[src/rtl/k423_wb_stage.sv]
// k423 write-back stage: accepts EX results, collects and formats load data,
// writes the register file, issues redirects and counts retired instructions.
module k423_wb_stage #(
  parameter int unsigned XLEN        = 32,
  parameter int unsigned ADDR_W      = 32,
  parameter int unsigned RIDX_W      = 5,
  parameter int unsigned LS_SIZE_W   = 2,
  parameter int unsigned LD_TIMEOUT  = 64,
  parameter logic [63:0] INSTRET_RST = '0
) (
  input  logic                 clk_i,
  input  logic                 rst_i,
  input  logic                 ex2wb_stage_vld_i,
  output logic                 wb_stage_rdy_o,
  input  logic [ADDR_W-1:0]    wb_pc_i,
  input  logic                 wb_rd_vld_i,
  input  logic [RIDX_W-1:0]    wb_rd_idx_i,
  input  logic [XLEN-1:0]      wb_rd_i,
  input  logic                 wb_rd_load_i,
  input  logic [LS_SIZE_W-1:0] wb_rd_load_size_i,
  input  logic                 wb_rd_load_unsigned_i,
  input  logic [ADDR_W-1:0]    wb_rd_load_addr_i,
  input  logic                 wb_excp_br_tkn_i,
  input  logic [XLEN-1:0]      wb_excp_br_pc_i,
  input  logic                 wb_bju_br_tkn_i,
  input  logic [XLEN-1:0]      wb_bju_br_pc_i,
  input  logic                 dmem_rsp_vld_i,
  input  logic [XLEN-1:0]      dmem_rsp_data_i,
  input  logic                 dmem_rsp_err_i,
  output logic                 rf_wr_en_o,
  output logic [RIDX_W-1:0]    rf_wr_idx_o,
  output logic [XLEN-1:0]      rf_wr_data_o,
  output logic                 redirect_vld_o,
  output logic [XLEN-1:0]      redirect_pc_o,
  output logic                 retire_vld_o,
  output logic [ADDR_W-1:0]    retire_pc_o,
  output logic                 load_err_o,
  output logic [63:0]          instret_o
);

  localparam int unsigned    CNT_W    = $clog2(LD_TIMEOUT);
  localparam logic [CNT_W-1:0] CNT_LAST = CNT_W'(LD_TIMEOUT - 1);

  typedef enum logic [1:0] {
    S_IDLE,
    S_WAIT,
    S_DRAIN
  } state_e;

  state_e           state_q, state_d;
  logic [CNT_W-1:0] cnt_q, cnt_d;
  logic [63:0]      instret_q;

  logic [XLEN-1:0]  rsp_shifted;
  logic [XLEN-1:0]  load_data;
  logic             misalign;
  logic             timeout;
  logic             complete;
  logic             cpl_err;
  logic             cpl_ok;
  logic             rdy;

  // Only the byte offset of the load address matters here.
  logic unused_addr_hi;
  assign unused_addr_hi = ^wb_rd_load_addr_i[ADDR_W-1:2];

  assign rsp_shifted = dmem_rsp_data_i >> {wb_rd_load_addr_i[1:0], 3'b000};
  assign timeout     = (cnt_q == CNT_LAST);

  // Misaligned half/word and reserved sizes fail without touching memory.
  always_comb begin
    misalign = 1'b0;
    if (wb_rd_load_size_i == LS_SIZE_W'(1))
      misalign = wb_rd_load_addr_i[0];
    else if (wb_rd_load_size_i == LS_SIZE_W'(2))
      misalign = (wb_rd_load_addr_i[1:0] != 2'b00);
    else if (wb_rd_load_size_i > LS_SIZE_W'(2))
      misalign = 1'b1;
  end

  // Extract byte/half from the shifted response word and extend it.
  always_comb begin
    load_data = rsp_shifted;
    if (wb_rd_load_size_i == LS_SIZE_W'(0))
      load_data = wb_rd_load_unsigned_i ? {{(XLEN-8){1'b0}}, rsp_shifted[7:0]}
                                        : {{(XLEN-8){rsp_shifted[7]}}, rsp_shifted[7:0]};
    else if (wb_rd_load_size_i == LS_SIZE_W'(1))
      load_data = wb_rd_load_unsigned_i ? {{(XLEN-16){1'b0}}, rsp_shifted[15:0]}
                                        : {{(XLEN-16){rsp_shifted[15]}}, rsp_shifted[15:0]};
  end

  // Next-state, timeout counter and completion decode.
  always_comb begin
    state_d  = state_q;
    cnt_d    = cnt_q;
    complete = 1'b0;
    cpl_err  = 1'b0;
    rdy      = 1'b1;
    unique case (state_q)
      S_IDLE: begin
        cnt_d = '0;
        if (ex2wb_stage_vld_i) begin
          if (!wb_rd_load_i) begin
            complete = 1'b1;
          end else if (misalign) begin
            complete = 1'b1;
            cpl_err  = 1'b1;
          end else if (dmem_rsp_vld_i) begin
            complete = 1'b1;
            cpl_err  = dmem_rsp_err_i;
          end else begin
            rdy     = 1'b0;
            state_d = S_WAIT;
          end
        end
      end
      S_WAIT: begin
        rdy   = 1'b0;
        cnt_d = cnt_q + 1'b1;
        if (!ex2wb_stage_vld_i) begin
          // Pipeline clear: a response or timeout landing in the same cycle
          // closes the load right here, otherwise drain the stale response.
          if (dmem_rsp_vld_i || timeout) begin
            state_d = S_IDLE;
            cnt_d   = '0;
          end else begin
            state_d = S_DRAIN;
          end
        end else if (dmem_rsp_vld_i) begin
          complete = 1'b1;
          cpl_err  = dmem_rsp_err_i;
          rdy      = 1'b1;
          state_d  = S_IDLE;
          cnt_d    = '0;
        end else if (timeout) begin
          complete = 1'b1;
          cpl_err  = 1'b1;
          rdy      = 1'b1;
          state_d  = S_IDLE;
          cnt_d    = '0;
        end
      end
      S_DRAIN: begin
        rdy   = 1'b0;
        cnt_d = cnt_q + 1'b1;
        if (dmem_rsp_vld_i || timeout) begin
          state_d = S_IDLE;
          cnt_d   = '0;
        end
      end
      default: begin
        state_d = S_IDLE;
        cnt_d   = '0;
      end
    endcase
  end

  assign cpl_ok = complete && !cpl_err;

  // Output drive; everything is held inactive while in reset.
  always_comb begin
    wb_stage_rdy_o = 1'b1;
    rf_wr_en_o     = 1'b0;
    rf_wr_idx_o    = '0;
    rf_wr_data_o   = '0;
    redirect_vld_o = 1'b0;
    redirect_pc_o  = '0;
    retire_vld_o   = 1'b0;
    retire_pc_o    = '0;
    load_err_o     = 1'b0;
    if (!rst_i) begin
      wb_stage_rdy_o = rdy;
      rf_wr_en_o     = cpl_ok && wb_rd_vld_i && (wb_rd_idx_i != '0);
      rf_wr_idx_o    = wb_rd_idx_i;
      rf_wr_data_o   = wb_rd_load_i ? load_data : wb_rd_i;
      redirect_vld_o = cpl_ok && (wb_excp_br_tkn_i || wb_bju_br_tkn_i);
      redirect_pc_o  = wb_excp_br_tkn_i ? wb_excp_br_pc_i : wb_bju_br_pc_i;
      retire_vld_o   = complete;
      retire_pc_o    = wb_pc_i;
      load_err_o     = complete && cpl_err;
    end
  end

  // State, timeout counter and retired-instruction counter.
  always_ff @(posedge clk_i) begin
    if (rst_i) begin
      state_q   <= S_IDLE;
      cnt_q     <= '0;
      instret_q <= INSTRET_RST;
    end else begin
      state_q <= state_d;
      cnt_q   <= cnt_d;
      if (cpl_ok)
        instret_q <= instret_q + 64'd1;
    end
  end

  assign instret_o = instret_q;

endmodule

[config.mk]
export PLATFORM = sky130hd
export DESIGN_NAME = k423_wb_stage
export DESIGN_NICKNAME = d
export VERILOG_FILES = /design/src/rtl/k423_wb_stage.sv
export SDC_FILE = /design/constraint.sdc
export NUM_CORES = 1
export LEC_CHECK = 0
export CAP_MARGIN = 30
export CELL_PAD_IN_SITES_DETAIL_PLACEMENT = 1
export CELL_PAD_IN_SITES_GLOBAL_PLACEMENT = 2
export CORE_AREA = 5 5 195 197
export DETAILED_ROUTE_END_ITERATION = 10
export DIE_AREA = 0 0 200 202
export PLACE_DENSITY_LB_ADDON = 0.3
export SLEW_MARGIN = 20
export SYNTH_ARGS = -nofsm -noshare
export SYNTH_HDL_FRONTEND = slang
export SYNTH_SLANG_ARGS = --single-unit
[constraint.sdc]
create_clock -name clk_i -period 3.2 [get_ports clk_i]
set_clock_uncertainty 0.2 [all_clocks]
set_input_delay 0.8 -clock clk_i [delete_from_list [all_inputs] [get_ports clk_i]]
set_output_delay 0.8 -clock clk_i [all_outputs]
set_load 0.05 [all_outputs]
Word level (Yosys, flattened, before mapping)
Cells that the tools add are included.
Widths: inputs -> output; s select.
{"block": "classes", "n_eq_ne": 11, "n_shift": 1, "order_cmp": 1, "add_sub_neg": 2, "mux": 50, "reduce_logical": 13}
{"operator": "$mux 32", "n": 9}
{"operator": "$add 64x1->64 const B", "n": 1}
{"operator": "$shr 32x5->32", "n": 1}
{"operator": "$mux 6", "n": 4}
{"operator": "$mux 1", "n": 22}
{"operator": "$mux 2", "n": 9}
{"operator": "$pmux 6 s2", "n": 1}
{"operator": "$ne 2x2->1 const B", "n": 5}
{"operator": "$add 6x1->6 const B", "n": 1}
{"operator": "$eq 6x6->1 const B", "n": 1}
{"operator": "$pmux 2 s3", "n": 1}
{"operator": "$reduce_and 6->1", "n": 1}
{"operator": "$logic_and 1x1->1", "n": 5}
{"operator": "$mux 5", "n": 1}
{"operator": "$reduce_bool 5->1", "n": 1}
{"operator": "$eq 2x1->1 const B", "n": 2}
{"operator": "$eq 2x2->1 const B", "n": 2}
{"operator": "$logic_not 2->1", "n": 2}
{"operator": "$ne 4x4->1 const B", "n": 1}
{"operator": "$pmux 1 s2", "n": 2}
{"operator": "$pmux 1 s3", "n": 1}
{"operator": "$gt 2x2->1 const B", "n": 1}
{"operator": "$logic_or 1x1->1", "n": 2}
{"operator": "$reduce_bool 2->1", "n": 1}
{"operator": "$logic_not 1->1", "n": 1}
{"block": "word_totals", "regBits": 72, "wordCells": 81, "input_bits": 209, "output_inout_bits": 170}

Depth between registers and ports, before layout
{"block": "logic_depth", "depth_word": 13, "ltp_mapped": 10, "depth_no_buf": 7}

Worst setup path before layout
No wires, ideal clock.
{"block": "synth_timing", "path_type": "input-to-output", "from": "in wb_rd_load_addr_i[0]", "to": "out redirect_vld_o", "cell_stages": 8, "slack_ps": -1097, "required_time_ps": 2200, "arrival_time_ps": 3297, "n_path_buf": 4, "path_cell_list": "buf_2 o21ai_0 nand3_1 nor4bb_1 buf_2 buf_2 buf_2 nor4_1"}
{"block": "synth_via", "elab_chain_len": 11, "elab_cells_between_ends": 15, "classes_between": "mux (11); reduce/logical (4)"}
{"element": "start, declared", "line_no": "22", "rtl": "input logic [ADDR_W-1:0] wb_rd_load_addr_i,"}
{"element": "$reduce_bool 2->1", "line_no": "76", "rtl": "misalign = (wb_rd_load_addr_i[1:0] != 2'b00);"}
{"element": "$mux 1", "line_no": "75", "rtl": "else if (wb_rd_load_size_i == LS_SIZE_W'(2))"}
{"element": "$mux 1 (*)", "line_no": "73", "rtl": "if (wb_rd_load_size_i == LS_SIZE_W'(1))"}
{"element": "$mux 1", "line_no": "105", "rtl": "end else if (misalign) begin"}
{"element": "$mux 1", "line_no": "103", "rtl": "if (!wb_rd_load_i) begin"}
{"element": "$mux 1", "line_no": "102", "rtl": "if (ex2wb_stage_vld_i) begin"}
{"element": "$pmux 1 s2", "line_no": "99", "rtl": "unique case (state_q)"}
{"element": "$logic_not 1->1", "line_no": "158", "rtl": "assign cpl_ok = complete && !cpl_err;"}
{"element": "$logic_and 1x1->1 (*)", "line_no": "158"}
{"element": "$logic_and 1x1->1 (*)", "line_no": "176", "rtl": "redirect_vld_o = cpl_ok && (wb_excp_br_tkn_i || wb_bju_br_tkn_i);"}
{"element": "$mux 1 (*)", "line_no": "171", "rtl": "if (!rst_i) begin"}
{"element": "end, declared", "line_no": "33", "rtl": "output logic redirect_vld_o,"}
Every way passes the cells marked *; elsewhere a longest branch is shown, timed or not.

Final worst setup path
{"block": "layout_timing", "from": "in wb_rd_load_addr_i[0]", "to": "out rf_wr_data_o[29]"}
{"block": "layout_via", "elab_chain_len": 6, "elab_cells_between_ends": 7, "classes_between": "shift (1); mux (6)"}
{"element": "$shr 32x5->32 (*)", "line_no": "67", "rtl": "assign rsp_shifted = dmem_rsp_data_i >> {wb_rd_load_addr_i[1:0], 3'b000};"}
{"element": "$mux 32", "line_no": "88", "rtl": "load_data = wb_rd_load_unsigned_i ? {{(XLEN-16){1'b0}}, rsp_shifted[15:0]}"}
{"element": "$mux 32", "line_no": "87", "rtl": "else if (wb_rd_load_size_i == LS_SIZE_W'(1))"}
{"element": "$mux 32 (*)", "line_no": "84", "rtl": "if (wb_rd_load_size_i == LS_SIZE_W'(0))"}
{"element": "$mux 32 (*)", "line_no": "175", "rtl": "rf_wr_data_o = wb_rd_load_i ? load_data : wb_rd_i;"}
{"element": "$mux 32 (*)", "line_no": "171"}
{"element": "end, declared", "line_no": "32", "rtl": "output logic [XLEN-1:0] rf_wr_data_o,"}
Marks and branches as above.

==> metrics.md <==
| Metric | Value |
|---|---|
| Status | finished, violations left |
| Failing checks | setup timing |
| Initial antenna violation count | 4 |
| P_int | 2260 µW |
| Synth unique cells | 60 |
| Vias per std cell | 4.63 |
| Global-route wire length before repair | 50400 µm |
| Combinational power share | 0.428 |
| Final setup margin | -0.0612 ns |
| CP max FO | 8 |
| Cells after Synth | 791 |
| Fin crit period | 3.26 ns |
| Worst vdd ir | 0.177 mV |
| Post-synthesis mux area share | 0.156 |
| Crit end category | primary output |
| Crit path capture | rf_wr_data_o[29] |
| Hold WC Path Type | reg -> reg |
| Endpoints failing setup | 16 |
| Synth Area in Compound Gates | 0.162 |
| Vias in the first global route | 7793 |
| CTS tree | done |
| Skew-Pair Late Insertion Delay | 0.35 ns |
| Sw Share | 0.363 |
| Routability congestion estimate | 0.853 |
| Post-placement setup slack | -0.561 ns |
| R2R depth | 7 |
| Sequential area share after synthesis | 0.239 |
| Launching point of the worst reg2reg path | instret_o[0] |
| Post-layout util | 0.319 |
| Placed cell count | 1605 |
| Xor and xnor area share after synthesis | 0.00580 |
| Min-delay src | cnt_q[0] |
| Crit path launch type | primary input |
| Flop2flop setup slack | 0.43 ns |
| Prevailing post-synth register cell | dfxtp_1 |
| EDFF count, synth | 0 |
| Clock slew at reported path FFs | 0.05 ns |
| Post-synthesis average cell area | 7.63 µm² |
| Crit-path cells | buf_8 > mux4_2 > nand2b_4 > a21boi_4 > o311a_4 > a22o_4 > buf_12 |
| Wire per inst | 20.9 µm |
| Die width | 200 µm |
| Sequential Power Share | 0.258 |
| PnR Total Power | 3550 µW |
| Total track usage | 0.161 |
| CTS Buf Count | 9 |
| Clock share of power | 0.315 |
| Core ar. | 36100 µm² |
| FP Rows | 70 |
| Drt initial violations | 197 |
| Synth Area in Adders | 0.0124 |
| Syn. warnings | 0 |
| Critical Path AT | 2.26 ns |
| Cell Area, Synth | 6040 µm² |
| Reg2Reg Capture Point | instret_o[36] |
| DP HPWL | 26500 µm |
| Area Overhead vs Synth | 90.9% |
| Ratio of cells with drive above 1 in the final layout | 0.301 |
| Detailed-route wire length | 33900 µm |
| LEAKAGE | 0.00435 µW |
| Ports | 379 |
| Critical Path RT | 2.20 ns |
| Critical path type | in -> out |
| Antenna-violating nets left | 0 |
| Max Transition Viols Final | 0 |
| Critical path origin | wb_rd_load_addr_i[0] |
| 1st-pass router iterations | 4 |
| Fin nets | 1366 |
| MaxCap Viol Count | 0 |
| Worst-Margin Slew | 0.638 ns |
| Die area | 40400 µm² |
| DRC | 0 |
| Root Driver | clkbuf_16 |
| Starting density of the core | 0.167 |
| Via count | 7516 |
| Final Hold Viols | 0 |
| Layout Cells excl Fill | 1625 |
| Final period util | 1.02 |
| Clk buf depth | 2 |
| Power Density | 308 nW/µm² |
| Clock sink count | 72 |
| Largest net degree at the start of global routing | 97 |
| Synth Net Count | 1006 |
| Hold buffers post-CTS | 0 |
| Worst slew margin | 0.571 |
| Die Y | 202 µm |
| CTS H-tree depth | 3 |
| Slowest-stage cell, CP | mux4_2 |
| Number of I/O port buffers | 348 |
| Maximum clock rate | 307 MHz |
| Flops & latches, synth | 72 |
| Asr flop ratio synth | 0 |
| Sw Pwr | 1290 µW |
| RSZ-0062 raised after global routing | yes |
| Grt ovf | 0 |
| Main combinational cell family by area after synthesis | simple AND/OR/NAND/NOR gates |
| Post-Synth Simple-Gate Area | 0.370 |
| Crit-path max cell delay | 0.38 ns |
-- cells in the final DEF, fill, tap and decap left out, drive strengths merged, types with 8 or more instances in the layout --
cell type / n
nand4: 37
a21oi: 52
nand3: 27
dfxtp: 72
nor4: 39
inv: 13
o31ai: 24
clkdlybuf4s50: 223
or4: 25
mux2i: 57
nor2b: 80
nor2: 107
clkbuf: 14
o21ai: 21
buf: 182
mux2: 31
a22o: 16
nand2: 45
a211oi: 8
-- how the worst min path moves through the flow --
stage               endpoint  slack (ns)  depth (start not counted)
detailed placement  cnt_q[0]        0.23                          1
finish              cnt_q[0]        0.23                          1
floorplan           cnt_q[0]        0.21                          1
CTS                 cnt_q[0]        0.24                          1
global placement    cnt_q[0]        0.23                          1
global route        cnt_q[0]        0.26                          1
-- worst max-delay path, delay by kind of cell --
kind                   cells  cell delay (ns)
buffers and inverters      2             0.23
and+or+nand+nor            1             0.07
AOI/OAI and AO/OA          3             0.77
muxes                      1             0.38
-- power by group through the flow --
stage,clock network (µW),logic [µW],registers [µW]
after floorplan,0,769,944
after global placement,0,1470,932
after detailed placement,0,1480,933
after CTS,1160,1510,913
after global routing,1190,1600,915
final,1120,1520,913
-- cell type report --
type,count,area (µm²)
diodes,2,5.00
clock buffers,10,239
clock inverters,5,81.3
fillers,4175,24600
inverters,13,48.8
multi-input cells,641,4860
flip-flops and latches,72,1450
well taps,468,586
repair buffers,414,4260
-- metal layers --
layer  up-vias  part of all wire  GRT usage
met1      3689              0.46      0.214
met3        28             0.040     0.0322
met4         2             0.014     0.0272
met5         -           0.00038          0
li1       3646                 -          -
met2       151              0.49      0.272
-- flip-flops by register name, summed over array words and instances, names as in the netlist --
| register | flops |
|---|---|
| cnt_q | 6 |
| instret_o | 64 |
| state_q | 2 |
-- stage by stage --
step	instance area (µm²)	setup TNS (ns)	hold WS, ns
final	11500	-0.709	0.235
after global routing	11500	-1.35	0.260
after floorplan	6420	-0.339	0.213
after global placement	11000	-29.83	0.227
after detailed placement	11000	-30.01	0.230
after CTS	11400	-1.06	0.243
-- timing repair --
| item | in CTS | in global routing |
|---|---|---|
| setup endpoints to repair | 37 | 33 |
| pin swaps | 10 | 13 |
| setup buffers | 1 | 1 |
| endpoints found under the hold margin | 0 | 0 |
| gates resized for setup | 69 | 43 |
| cloned | 1 | 0 |
-- kinds of logic after synthesis --
kind of cell / after synthesis
compound gates: 146
xor+xnor: 4
fa+ha+maj: 6
buf+inv: 79
flops: 72
mux: 89
simple gates: 395
-- synthesized netlist by cell type (all sizes together), types with 8 or more instances --
master | n | area [µm²]
a22o | 16 | 140
buf | 26 | 130
nand3 | 27 | 135
nand4 | 37 | 272
clkbuf | 40 | 151
nor2b | 80 | 500
nand2 | 45 | 171
dfxtp | 72 | 1440
mux2 | 31 | 349
or4 | 25 | 188
a21oi | 52 | 260
o21ai | 21 | 105
nor4 | 39 | 320
nor2 | 107 | 402
mux2i | 57 | 571
inv | 13 | 48.8
o31ai | 24 | 180
a211oi | 8 | 60.1
(Power assumes the default switching activity.)
